===== src/rtl/ext_mode_driver_pkg.sv =====
// Shared types for the matrix multiplier external (memory-bypass) mode driver.
// The struct widths follow the multiplier's default 4x4, 8-bit configuration.
package ext_mode_driver_pkg;

    localparam int EXT_WIDTH = 8;
    localparam int EXT_ROW   = 4;
    localparam int EXT_COL   = 4;

    typedef struct packed {
        logic [EXT_COL*EXT_WIDTH-1:0] ext_weight;
        logic                         ext_weight_en;
        logic [EXT_ROW*EXT_WIDTH-1:0] ext_input;
        logic                         ext_valid;
    } external_inputs_struct;

    typedef enum logic [2:0] {
        IDLE   = 3'd0,
        LOAD_W = 3'd1,
        FILL   = 3'd2,
        BURST  = 3'd3,
        WAIT   = 3'd4,
        OUT    = 3'd5
    } drv_state_e;

endpackage


===== src/rtl/ext_vec_buffer.sv =====
// Register file holding the input vectors of one job so the burst can be
// replayed without gaps. Write is clocked, read is combinational.
module ext_vec_buffer #(
    parameter int DEPTH = 4,
    parameter int DW    = 32,
    parameter int AW    = 2
) (
    input  logic          clk_i,
    input  logic          we,
    input  logic [AW-1:0] waddr,
    input  logic [DW-1:0] wdata,
    input  logic [AW-1:0] raddr,
    output logic [DW-1:0] rdata
);

    logic [DW-1:0] mem_reg [DEPTH];

    // Contents need no reset: every entry is rewritten before each burst.
    for (genvar gi = 0; gi < DEPTH; gi++) begin : g_entry
        always_ff @(posedge clk_i) begin
            if (we && (waddr == AW'(gi))) begin
                mem_reg[gi] <= wdata;
            end
        end
    end

    assign rdata = mem_reg[raddr];

endmodule


===== src/rtl/ext_mode_driver.sv =====
// Host-side initiator for the multiplier's external mode: loads weights, buffers
// ROW input vectors, replays them as one gapless burst and returns the result row.
// Optional result timeout: define EXT_MODE_DRIVER_TIMEOUT_EN.
module ext_mode_driver
    import ext_mode_driver_pkg::*;
#(
    parameter int WIDTH   = EXT_WIDTH,
    parameter int ROW     = EXT_ROW,
    parameter int COL     = EXT_COL,
    parameter int TIMEOUT = 64
) (
    input  logic                   clk_i,
    input  logic                   rstn_i,
    input  logic                   job_valid_i,
    input  logic                   job_reload_w_i,
    output logic                   job_ready_o,
    input  logic                   w_valid_i,
    input  logic [COL*WIDTH-1:0]   w_data_i,
    output logic                   w_ready_o,
    input  logic                   x_valid_i,
    input  logic [ROW*WIDTH-1:0]   x_data_i,
    output logic                   x_ready_o,
    output logic                   res_valid_o,
    output logic [COL*WIDTH-1:0]   res_data_o,
    input  logic                   res_ready_i,
    output logic                   ext_en_o,
    output external_inputs_struct  ext_inputs_o,
    input  logic [COL*WIDTH-1:0]   ext_result_i,
    input  logic                   ext_valid_i,
    output logic                   busy_o,
    output logic                   err_o
);

    localparam int CNT_W = $clog2(ROW + 1);
    localparam int AW    = (ROW > 1) ? $clog2(ROW) : 1;
    localparam logic [CNT_W-1:0] LAST = CNT_W'(ROW - 1);

    drv_state_e             state_reg, state_next;
    logic [CNT_W-1:0]       wr_cnt_reg, wr_cnt_next;
    logic [CNT_W-1:0]       rd_cnt_reg, rd_cnt_next;
    logic                   ext_en_reg;
    logic                   res_valid_reg, res_valid_next;
    logic [COL*WIDTH-1:0]   res_data_reg, res_data_next;
    logic [ROW*WIDTH-1:0]   buf_rdata;
    logic                   w_fire, x_fire, res_capture, to_expire;

    assign w_fire = (state_reg == LOAD_W) && w_valid_i;
    assign x_fire = (state_reg == FILL) && x_valid_i;
    // A multiplier that answers one cycle early is still caught on the last burst cycle.
    assign res_capture = ext_valid_i &&
                         ((state_reg == WAIT) || ((state_reg == BURST) && (rd_cnt_reg == LAST)));

`ifdef EXT_MODE_DRIVER_TIMEOUT_EN
    localparam int TO_W = $clog2(TIMEOUT + 1);
    logic [TO_W-1:0] to_cnt_reg;
    logic            err_reg;

    assign to_expire = (state_reg == WAIT) && !ext_valid_i && (to_cnt_reg == TO_W'(TIMEOUT - 1));

    always_ff @(posedge clk_i or negedge rstn_i) begin
        if (!rstn_i) begin
            to_cnt_reg <= '0;
            err_reg    <= 1'b0;
        end else begin
            to_cnt_reg <= (state_reg == WAIT) ? to_cnt_reg + TO_W'(1) : '0;
            if (to_expire) begin
                err_reg <= 1'b1;
            end
        end
    end

    assign err_o = err_reg;
`else
    assign to_expire = 1'b0;
    // Always 0; TIMEOUT only matters when the timeout is enabled.
    assign err_o = (TIMEOUT < 0);
`endif

    ext_vec_buffer #(
        .DEPTH (ROW),
        .DW    (ROW*WIDTH),
        .AW    (AW)
    ) u_buf (
        .clk_i (clk_i),
        .we    (x_fire),
        .waddr (wr_cnt_reg[AW-1:0]),
        .wdata (x_data_i),
        .raddr (rd_cnt_reg[AW-1:0]),
        .rdata (buf_rdata)
    );

    always_comb begin
        state_next     = state_reg;
        wr_cnt_next    = wr_cnt_reg;
        rd_cnt_next    = rd_cnt_reg;
        res_valid_next = res_valid_reg;
        res_data_next  = res_data_reg;
        case (state_reg)
            IDLE: begin
                if (job_valid_i) begin
                    state_next  = job_reload_w_i ? LOAD_W : FILL;
                    wr_cnt_next = '0;
                    rd_cnt_next = '0;
                end
            end
            LOAD_W: begin
                if (w_fire) begin
                    wr_cnt_next = (wr_cnt_reg == LAST) ? '0 : wr_cnt_reg + CNT_W'(1);
                    if (wr_cnt_reg == LAST) state_next = FILL;
                end
            end
            FILL: begin
                if (x_fire) begin
                    wr_cnt_next = (wr_cnt_reg == LAST) ? '0 : wr_cnt_reg + CNT_W'(1);
                    if (wr_cnt_reg == LAST) state_next = BURST;
                end
            end
            BURST: begin
                rd_cnt_next = (rd_cnt_reg == LAST) ? '0 : rd_cnt_reg + CNT_W'(1);
                if (rd_cnt_reg == LAST) state_next = WAIT;
            end
            WAIT: ;
            OUT: begin
                if (res_ready_i) begin
                    state_next     = IDLE;
                    res_valid_next = 1'b0;
                end
            end
            default: state_next = IDLE;
        endcase
        if (res_capture) begin
            state_next     = OUT;
            res_valid_next = 1'b1;
            res_data_next  = ext_result_i;
        end
        if (to_expire) begin
            state_next = IDLE;
        end
    end

    always_ff @(posedge clk_i or negedge rstn_i) begin
        if (!rstn_i) begin
            state_reg     <= IDLE;
            wr_cnt_reg    <= '0;
            rd_cnt_reg    <= '0;
            ext_en_reg    <= 1'b0;
            res_valid_reg <= 1'b0;
            res_data_reg  <= '0;
        end else begin
            state_reg     <= state_next;
            wr_cnt_reg    <= wr_cnt_next;
            rd_cnt_reg    <= rd_cnt_next;
            ext_en_reg    <= (state_next != IDLE);
            res_valid_reg <= res_valid_next;
            res_data_reg  <= res_data_next;
        end
    end

    // Weight and input fields are zeroed outside their active beats.
    always_comb begin
        ext_inputs_o               = '0;
        ext_inputs_o.ext_weight_en = w_fire;
        ext_inputs_o.ext_valid     = (state_reg == BURST);
        if (w_fire) ext_inputs_o.ext_weight = w_data_i;
        if (state_reg == BURST) ext_inputs_o.ext_input = buf_rdata;
    end

    assign job_ready_o = (state_reg == IDLE) && rstn_i;
    assign w_ready_o   = (state_reg == LOAD_W);
    assign x_ready_o   = (state_reg == FILL);
    assign busy_o      = (state_reg != IDLE);
    assign ext_en_o    = ext_en_reg;
    assign res_valid_o = res_valid_reg;
    assign res_data_o  = res_data_reg;

endmodule


===== config.mk =====
export PLATFORM = sky130hd
export DESIGN_NAME = ext_mode_driver
export DESIGN_NICKNAME = d
export VERILOG_FILES = /design/src/rtl/ext_mode_driver_pkg.sv /design/src/rtl/ext_vec_buffer.sv /design/src/rtl/ext_mode_driver.sv
export SDC_FILE = /design/constraint.sdc
export NUM_CORES = 1
export LEC_CHECK = 0
export ABC_CLOCK_PERIOD_IN_PS = 5330
export BUFFER_PORTS_ARGS = -buffer_cell sky130_fd_sc_hd__buf_4
export CAP_MARGIN = 15
export CELL_PAD_IN_SITES_DETAIL_PLACEMENT = 0
export CELL_PAD_IN_SITES_GLOBAL_PLACEMENT = 2
export CORE_ASPECT_RATIO = 1.1
export CORE_MARGIN = 2
export CORE_UTILIZATION = 24
export DETAILED_ROUTE_END_ITERATION = 12
export PLACE_DENSITY_LB_ADDON = 0.1
export SYNTH_ARGS = -nofsm -noshare
export SYNTH_HDL_FRONTEND = slang
export SYNTH_SLANG_ARGS = --single-unit
export TNS_END_PERCENT = 10

===== constraint.sdc =====
create_clock -name clk_i -period 5.33 [get_ports clk_i]
set_input_delay 0.7995 -clock clk_i [delete_from_list [all_inputs] [get_ports clk_i]]
set_output_delay 0.7995 -clock clk_i [all_outputs]
set_load 0.01 [all_outputs]

# After elaboration in Yosys (flattened, before gate mapping)

Memory sizes are Yosys's and may differ from the RTL's.
Cells that the tools add are included.

$add $sub $neg: 2
Equal/unequal tests: 13
Reduce and logical (&&, ||, !) cells: 24
Muxes and demuxes: 39

Operators with widths:

| operator            | count |
|---|---|
| $mux 32             | 5 |
| $reduce_or 32->1    | 3 |
| $mux 3              | 13 |
| $pmux 3 s6          | 1 |
| $mux 1              | 14 |
| $eq 3x2->1 const B  | 4 |
| $logic_and 1x1->1   | 9 |
| $pmux 3 s3          | 1 |
| $reduce_bool 3->1   | 3 |
| $mux 2              | 4 |
| $add 3x1->3 const B | 2 |
| $eq 3x3->1 const B  | 2 |
| $pmux 3 s2          | 1 |
| $reduce_bool 2->1   | 3 |
| $eq 2x2->1 const B  | 2 |
| $ne 2x1->1 const B  | 2 |
| $reduce_and 2->1    | 2 |
| $reduce_and 4->1    | 1 |
| $eq 3x1->1 const B  | 1 |
| $logic_not 3->1     | 1 |
| $eq 2x1->1 const B  | 1 |
| $logic_not 2->1     | 1 |
| $ne 2x2->1 const B  | 1 |
| $logic_or 1x1->1    | 1 |

Memories: 1
Flip-flop bits (word level): 43
Bits of input ports: 104
Word-level logic and storage cells: 85
Memory bits (writable): 128
Output and inout port bits: 105

Memories:

| name          | words | bits a word | read ports | clocked after memory_dff | write ports | RTL line             | source |
|---|---|---|---|---|---|---|---|
| u_buf.mem_reg | 4     | 32          | 1          | 0                        | 1           | ext_vec_buffer.sv:16 | `logic [DW-1:0] mem_reg [DEPTH];` |

# Logic depth before layout (Yosys ltp)

Gate-level depths: netlist of the first run.

Word-level depth: 9
Mapped depth: 6
Mapped depth without buffers: 5

# By module

From an unflattened synthesis of the first run, not the netlist that was laid out.

Cell total of the unflattened synthesis: 379
Area, all modules: 7,111.8 um^2

By module, submodules not included:

| module          | instances | area an instance (um^2) | cells an instance | sequential area each (um^2) |
|---|---|---|---|---|
| ext_vec_buffer  | 1         | 4,689.5                 | 171               | 3,843.7 |
| ext_mode_driver | 1         | 2,422.3                 | 208               | 1,076.0 |

# Worst setup path after synthesis of the first run

OpenSTA, ideal clock, no wires.

Path kind: reg-to-reg
Start point: register state_reg[0]
End point: memory u_buf.mem_reg[0][0], enable pin
Path slack: 3.126 ns
Required time: 4.938 ns
Buffers on the path: 1
Stages on the path, launching flop included: 4
Arrival time: 1.812 ns
Setup time: 0.392 ns
Path through: dfrtp_1 buf_6 nor3b_2 and3_1

Cells in the longest elaborated chain, start to end: 9
Elaborated cells on any way between the ends: 23

Ends and longest elaborated chain:

| item                                                                   | RTL line               | source |
|---|---|---|
| start: declaration                                                     | ext_mode_driver.sv:38  | `drv_state_e state_reg, state_next;` |
| start signal: assignment                                               | ext_mode_driver.sv:150 | `state_reg <= state_next;` |
| $eq 3x2->1 *                                                           | --                     |  |
| named net x_ready_o                                                    | ext_mode_driver.sv:22  | `output logic x_ready_o,` |
| $logic_and 1x1->1 *                                                    | ext_mode_driver.sv:48  | `assign x_fire = (state_reg == FILL) && x_valid_i;` |
| $logic_and 1x1->1                                                      | ext_vec_buffer.sv:21   | `if (we && (waddr == AW'(gi))) begin` |
| $mux 1                                                                 | ext_vec_buffer.sv:21   |  |
| $mux 1 (not written as such)                                           | ext_vec_buffer.sv:22   | `mem_reg[gi] <= wdata;` |
| $reduce_or 32->1 (no source line)                                      | --                     |  |
| $mux 2 (no source line) / $mux 1 (equally long branches) (3 in series) | --                     |  |
| end: declaration                                                       | ext_vec_buffer.sv:16   |  |

Mark *: on every way through the listed nets, which the timed path passes. The rest lies on a longest branch.

==> results.py, run 1 <==
metrics = {
    "timing": {
        "tns_ns": 0,
        "max_freq_mhz": 294,
        "fin_crit_sh": 0.638,
        "drv_slew": 0,
        "finalSetupViolCount": 0,
        "rsz0062_at_grt": "no",
        "hold_violations": 0,
        "tightest_slew_ns": 0.994,
        "finClkSkew_ns": 0.0108,
        "relSlewSlack": 0.337,
        "period_minus_slack_ns": 3.40,
    },
    "placement": {
        "io_buffers": 207,
        "place.gp.congestion": 0.668,
        "dp_hpwl_mm": 11.4,
    },
    "setup_path": {
        "crit_required_ns": 4.53,
        "crit_type": "reg -> out",
        "worst-path-max-fanout": 26,
        "worst_setup_path_end_kind": "primary output",
        "path_cells": "buf_4 -> mux4_2 -> nor2b_1 -> buf_4",
        "crit_path_max_incr_delay_ns": 1.00,
        "crit_arrival_ns": 2.60,
        "critPathMostFrequentCell": "buf_4",
        "critPathSlowestCell": "dfrtp_2",
        "start_kind": "register",
    },
    "clock_network": {
        "htreeDepth": 4,
        "clock_sinks": 171,
        "path_clk_slew_ns": 0.07,
        "post_cts_buffers": 0,
        "cts_root_buf": "clkbuf_16",
        "ctsResizeCount": 0,
        "cts_buffers": 17,
        "holdBufCountCts": 0,
        "clk_latency_ns": 0.42,
        "cts_tree": "yes",
        "cts_buffer_depth": 2,
    },
    "synth": {
        "yosys.area.top_type": "edfxtp_1",
        "seq_area_frac_synth": 0.684,
        "synthCells": 390,
        "synth_area_mm2": 0.00719,
        "ys.flop_type": "edfxtp_1",
        "synth_cell_types": 41,
        "synth_area_per_cell_um2": 18.4,
        "synth_warnings": 0,
        "syn_nets": 499,
        "async_reset_ff_frac": 0.251,
        "ys_top_cells_by_area": "edfxtp_1 (53%), dfrtp_1 (15%), mux4_2 (10%)",
        "synth.most_common_cell": "edfxtp_1",
        "synth.top_cells.by_count": "edfxtp_1 (128), dfrtp_1 (43), and3_1 (38), nor2b_1 (34), mux4_2 (32)",
        "synth_edf_count": 128,
        "synth-seq-cells": 171,
        "synth_top_area_frac": 0.535,
    },
    "routing": {
        "routed_wl_mm": 17.2,
        "top_layer_used": "met4",
        "wl_met2_mm": 8.53,
        "num_vias": 4122,
        "route.detailed.wl_per_inst_um": 17.5,
        "met1Wirelength_mm": 7.21,
        "drt_iter0_drc": 162,
        "firstDrtPassIters": 4,
        "dr_wl_met3_mm": 1.29,
        "vias_per_cell": 4.21,
        "drc": 0,
        "antenna_left": 0,
    },
    "floorplan": {
        "start_util": 0.243,
        "core_mm2": 0.0296,
        "dieArea_mm2": 0.0314,
        "die_y_um": 186,
        "die_x_um": 169,
        "rows": 66,
        "io_pins": 209,
    },
    "global_route": {
        "grt_max_degree": 45,
        "grt_overflow_total": 0,
        "track_usage": 0.109,
        "antenna_found_initial": 0,
        "grt_pass1_wl_mm": 25.5,
        "grt_pass1_vias": 4301,
    },
    "power_and_ir_drop": {
        "clock_power_share": 0.259,
        "peakVddDrop_mv": 0.205,
        "power.density_mw_per_mm2": 480,
        "p_int_w": 0.00319,
        "sequentialPowerShare": 0.413,
        "p_sw_w": 0.00143,
        "p_leak_nw": 3.89,
        "p_sw_frac": 0.309,
        "total_power_w": 0.00462,
        "combPwrFrac": 0.329,
    },
    "cells_and_area": {
        "largest_reg_flops": 128,
        "drive_above_1_share": 0.531,
        "nNetsFinal": 702,
        "area_growth_pct": 33.9,
        "antenna_cells": 0,
    },
    "min_path": {
        "hold_class": "in -> async",
    },
    "flow_run": {
        "drv_cap": 0,
    },
    "outcome": {
        "outcome": "complete, no violations",
    },
}
[stage by stage]
stage	instances	setup WS, ns	hold slack [ns]	util	area [um^2]
floorplan	390	3.13	0.470	-	7190
global placement	947	2.26	0.473	0.305	9030
detailed placement	947	2.27	0.485	0.305	9030
CTS	979	1.82	0.390	0.325	9610
global route	980	1.68	0.391	0.326	9620
finish	980	1.93	0.367	0.326	9620
[power by group through the flow]
stage	Sequential, W	Combinational [W]	Clock (W)
CTS	0.00192	0.00154	0.00124
floorplan	0.00185	0.000955	0
finish	0.00191	0.00152	0.00119
detailed placement	0.00193	0.00155	0
global route	0.00195	0.00165	0.00130
global placement	0.00193	0.00154	0
[area by class of cell]
cell class                 instances  area (um^2)
fill                            2914        19900
sequential                       171         4920
multi-input combinational        188         2050
timing repair buffer             210         1580
tap                              374          468
clock buffer                      17          425
clock inverter                    15          155
inverter                           5         18.8
[kinds of logic after synthesis]
group	share of synthesized area
flip-flops	0.684
AND/OR/NAND/NOR	0.0898
multiplexers	0.171
buffers and inverters	0.0312
AO/OA/AOI/OAI	0.0143
adder cells (fa/ha/maj)	0.00870
other	0.000522
[per-layer routing]
| metal | vias up | global-route usage |
|---|---|---|
| met5 | - | 0 |
| met4 | 0 | 0.0256 |
| met3 | 9 | 0.0432 |
| met2 | 146 | 0.180 |
| met1 | 2069 | 0.134 |
| li1 | 1898 | - |
[layout by cell type (no fill, tap or decap), types with 2 or more instances in the layout]
cell,instances
dfrtp_1,41
nand3_1,4
clkinv_2,2
nor2b_1,34
o21ai_0,2
a21oi_1,2
o22ai_1,2
and3_1,34
and2_1,2
inv_8,5
mux2_2,3
clkbuf_16,17
nor3_1,2
edfxtp_1,128
nand2_1,6
dfrtp_2,2
ha_1,5
nor2_1,5
mux2_4,31
nor3b_2,2
mux4_2,32
or2b_1,2
clkinv_8,3
clkinvlp_4,3
inv_6,2
and3_2,4
inv_1,5
buf_4,209
[worst max-delay path: cells and delay by family, from the launching register on]
family | cells | cell delay [ns]
muxes | 1 | 0.52
and+or+nand+nor | 1 | 0.14
buffers and inverters | 2 | 0.52
DFF | 1 | 1.00
[worst paths after layout]
check / slack [ns] / cells past startpoint / start / end
worst max-delay path: 1.93 / 4 / rd_cnt_reg[0]$_DFFE_PN0P_ / ext_inputs_o[20]
worst min-delay path: 0.37 / 1 / rstn_i / res_data_o[17]$_DFFE_PN0P_
worst max register to register: 2.48 / 5 / rd_cnt_reg[0]$_DFFE_PN0P_ / res_data_o[25]$_DFFE_PN0P_
worst min register to register: 0.50 / 2 / res_valid_o$_DFFE_PN0P_ / res_valid_o$_DFFE_PN0P_
max in group asynchronous: 4.50 / 1 / rstn_i / rd_cnt_reg[0]$_DFFE_PN0P_
min in group clk_i: 0.50 / 2 / res_valid_o$_DFFE_PN0P_ / res_valid_o$_DFFE_PN0P_
No activity file was read; power rests on OpenSTA's default activity.
==> inputs of run 2 (changes only) <==
ABC_CLOCK_PERIOD_IN_PS = 3500   (was 5330)
clock period = 3.5 ns   (was 5.33 ns; I/O delays follow)
==> run 2 against run 1 <==
Final cell count rose by 0.92%. Highest routed layer unchanged. Die area did not move. Via count rose by 0.78%. Critical path depth fell by 1. Critical path type unchanged.
==> results.py, run 2 (synthesized netlist as in run 1, its figures left out) <==
metrics = {
    "timing": {
        "rsz0062_at_grt": "no",
        "period_minus_slack_ns": 2.90,
        "max_freq_mhz": 345,
        "finClkSkew_ns": 0.0138,
        "tns_ns": 0,
        "fin_ws_ns": 0.598,
        "holdWs_ns": 0.0825,
        "finalSetupViolCount": 0,
        "hold_violations": 0,
        "drv_slew": 0,
        "tightest_slew_ns": 1.08,
        "relSlewSlack": 0.279,
        "fin_crit_sh": 0.829,
    },
    "global_route": {
        "grt_pass1_wl_mm": 26.3,
        "grt_max_degree": 45,
        "grt_overflow_total": 0,
        "grt_pass1_vias": 4495,
        "antenna_found_initial": 0,
        "track_usage": 0.112,
    },
    "clock_network": {
        "cts_root_buf": "clkbuf_16",
        "path_clk_slew_ns": 0.07,
        "cts_tree": "yes",
        "htreeDepth": 4,
        "ctsResizeCount": 0,
        "post_cts_buffers": 0,
        "clk_latency_ns": 0.42,
        "clock_sinks": 171,
        "holdBufCountCts": 0,
        "cts_buffers": 17,
        "cts_buffer_depth": 2,
    },
    "min_path": {
        "hold_class": "in -> async",
    },
    "setup_path": {
        "crit_arrival_ns": 2.38,
        "crit_path_max_incr_delay_ns": 0.95,
        "crit_type": "reg -> out",
        "worst-path-max-fanout": 35,
        "start_kind": "register",
        "crit_buf_inv": 1,
        "cp_top_family": "simple AND/OR/NAND/NOR gates",
        "worst_setup_path_end_kind": "primary output",
        "critPathSlowestCell": "nor3b_4",
        "r2r_cells": 5,
        "crit_required_ns": 2.97,
        "crit_cells": 3,
        "path_cells": "nor3b_4 -> and3_1 -> buf_4",
    },
    "routing": {
        "routed_wl_mm": 17.8,
        "firstDrtPassIters": 6,
        "vias_per_cell": 4.20,
        "route.detailed.wl_per_inst_um": 18.0,
        "num_vias": 4154,
        "drt_iter0_drc": 191,
        "drc": 0,
        "antenna_left": 0,
    },
    "floorplan": {
        "io_pins": 209,
        "start_util": 0.243,
        "dieArea_mm2": 0.0314,
        "core_mm2": 0.0296,
        "rows": 66,
        "die_x_um": 169,
        "die_y_um": 186,
    },
    "cells_and_area": {
        "n_fill_cell": 2924,
        "largest_reg_flops": 128,
        "nNetsFinal": 711,
        "final_common_cell": "buf_4",
        "area_growth_pct": 34.7,
        "mostFrequentLayoutCells": "buf_4 (219), edfxtp_1 (128), dfrtp_1 (41)",
        "final_area_mm2": 0.00968,
        "drive_above_1_share": 0.535,
        "antenna_cells": 0,
    },
    "placement": {
        "place.gp.congestion": 0.663,
        "dpl_cell_area_mm2": 0.00910,
        "io_buffers": 207,
        "pre_cts_slack_ns": 1.05,
        "dp_hpwl_mm": 12.3,
    },
    "outcome": {
        "outcome": "complete, no violations",
    },
    "power_and_ir_drop": {
        "power.density_mw_per_mm2": 731,
        "peakVddDrop_mv": 0.300,
        "p_leak_nw": 3.94,
    },
    "flow_run": {
        "drv_cap": 0,
    },
}
-- run 2: changes by cell type in the layout (fill, tap and decap cells not counted) --
cell        previous run  this run
buf_4                209       219
clkinv_4               0         3
inv_6                  2         4
buf_8                  1         0
clkinv_2               2         0
clkinvlp_4             3         0
inv_8                  5         3
clkinv_1               0         2
-- run 2: report_power, final --
part / internal (W) / switching (W) / leakage [nW]
clock network: 0.000948 / 0.000871 / 0.282
registers: 0.00256 / 0.000231 / 1.69
logic: 0.00136 / 0.00111 / 1.97
-- run 2: cell type report --
class                           instances  area [um^2]  area share
Clock buffer                           17          425      0.0440
Clock inverter                         15          151      0.0156
Inverter                                5         18.8     0.00194
Multi-Input combinational cell        188         2050       0.212
Sequential cell                       171         4920       0.509
Tap cell                              374          468      0.0483
Timing Repair Buffer                  219         1640       0.170
-- run 2: path summary, 6_finish.rpt --
path / start / end / slack (ns)
setup / recovery: state_reg[0]$_DFF_PN0_ / ext_inputs_o[52] / 0.60
hold / removal: rstn_i / res_data_o[22]$_DFFE_PN0P_ / 0.08
setup reg to reg: rd_cnt_reg[0]$_DFFE_PN0P_ / res_data_o[26]$_DFFE_PN0P_ / 1.10
hold reg to reg: res_valid_o$_DFFE_PN0P_ / res_valid_o$_DFFE_PN0P_ / 0.50
max in group asynchronous: rstn_i / rd_cnt_reg[1]$_DFFE_PN0P_ / 2.95
min in group clk_i: x_data_i[4] / u_buf.mem_reg[0][4]$_DFFE_PP_ / 0.30
-- run 2: stage by stage --
| step | total power, W | std cells | utilization |
|---|---|---|---|
| final | 0.00708 | 989 | 0.327 |
| after global routing | 0.00749 | 989 | 0.327 |
| after CTS | 0.00722 | 989 | 0.327 |
| after detailed placement | 0.00536 | 957 | 0.308 |
| after global placement | 0.00537 | 957 | 0.308 |
| after floorplan | 0.00427 | 390 | - |
-- run 2: per-layer routing --
| metal | wire length [um] | track usage | vias to the layer above |
|---|---|---|---|
| li1 | - | - | 1916 |
| met2 | 8700 | 0.184 | 149 |
| met1 | 7380 | 0.133 | 2073 |
| met5 | 0 | 0 | - |
| met3 | 1410 | 0.0476 | 16 |
| met4 | 334 | 0.0376 | 0 |
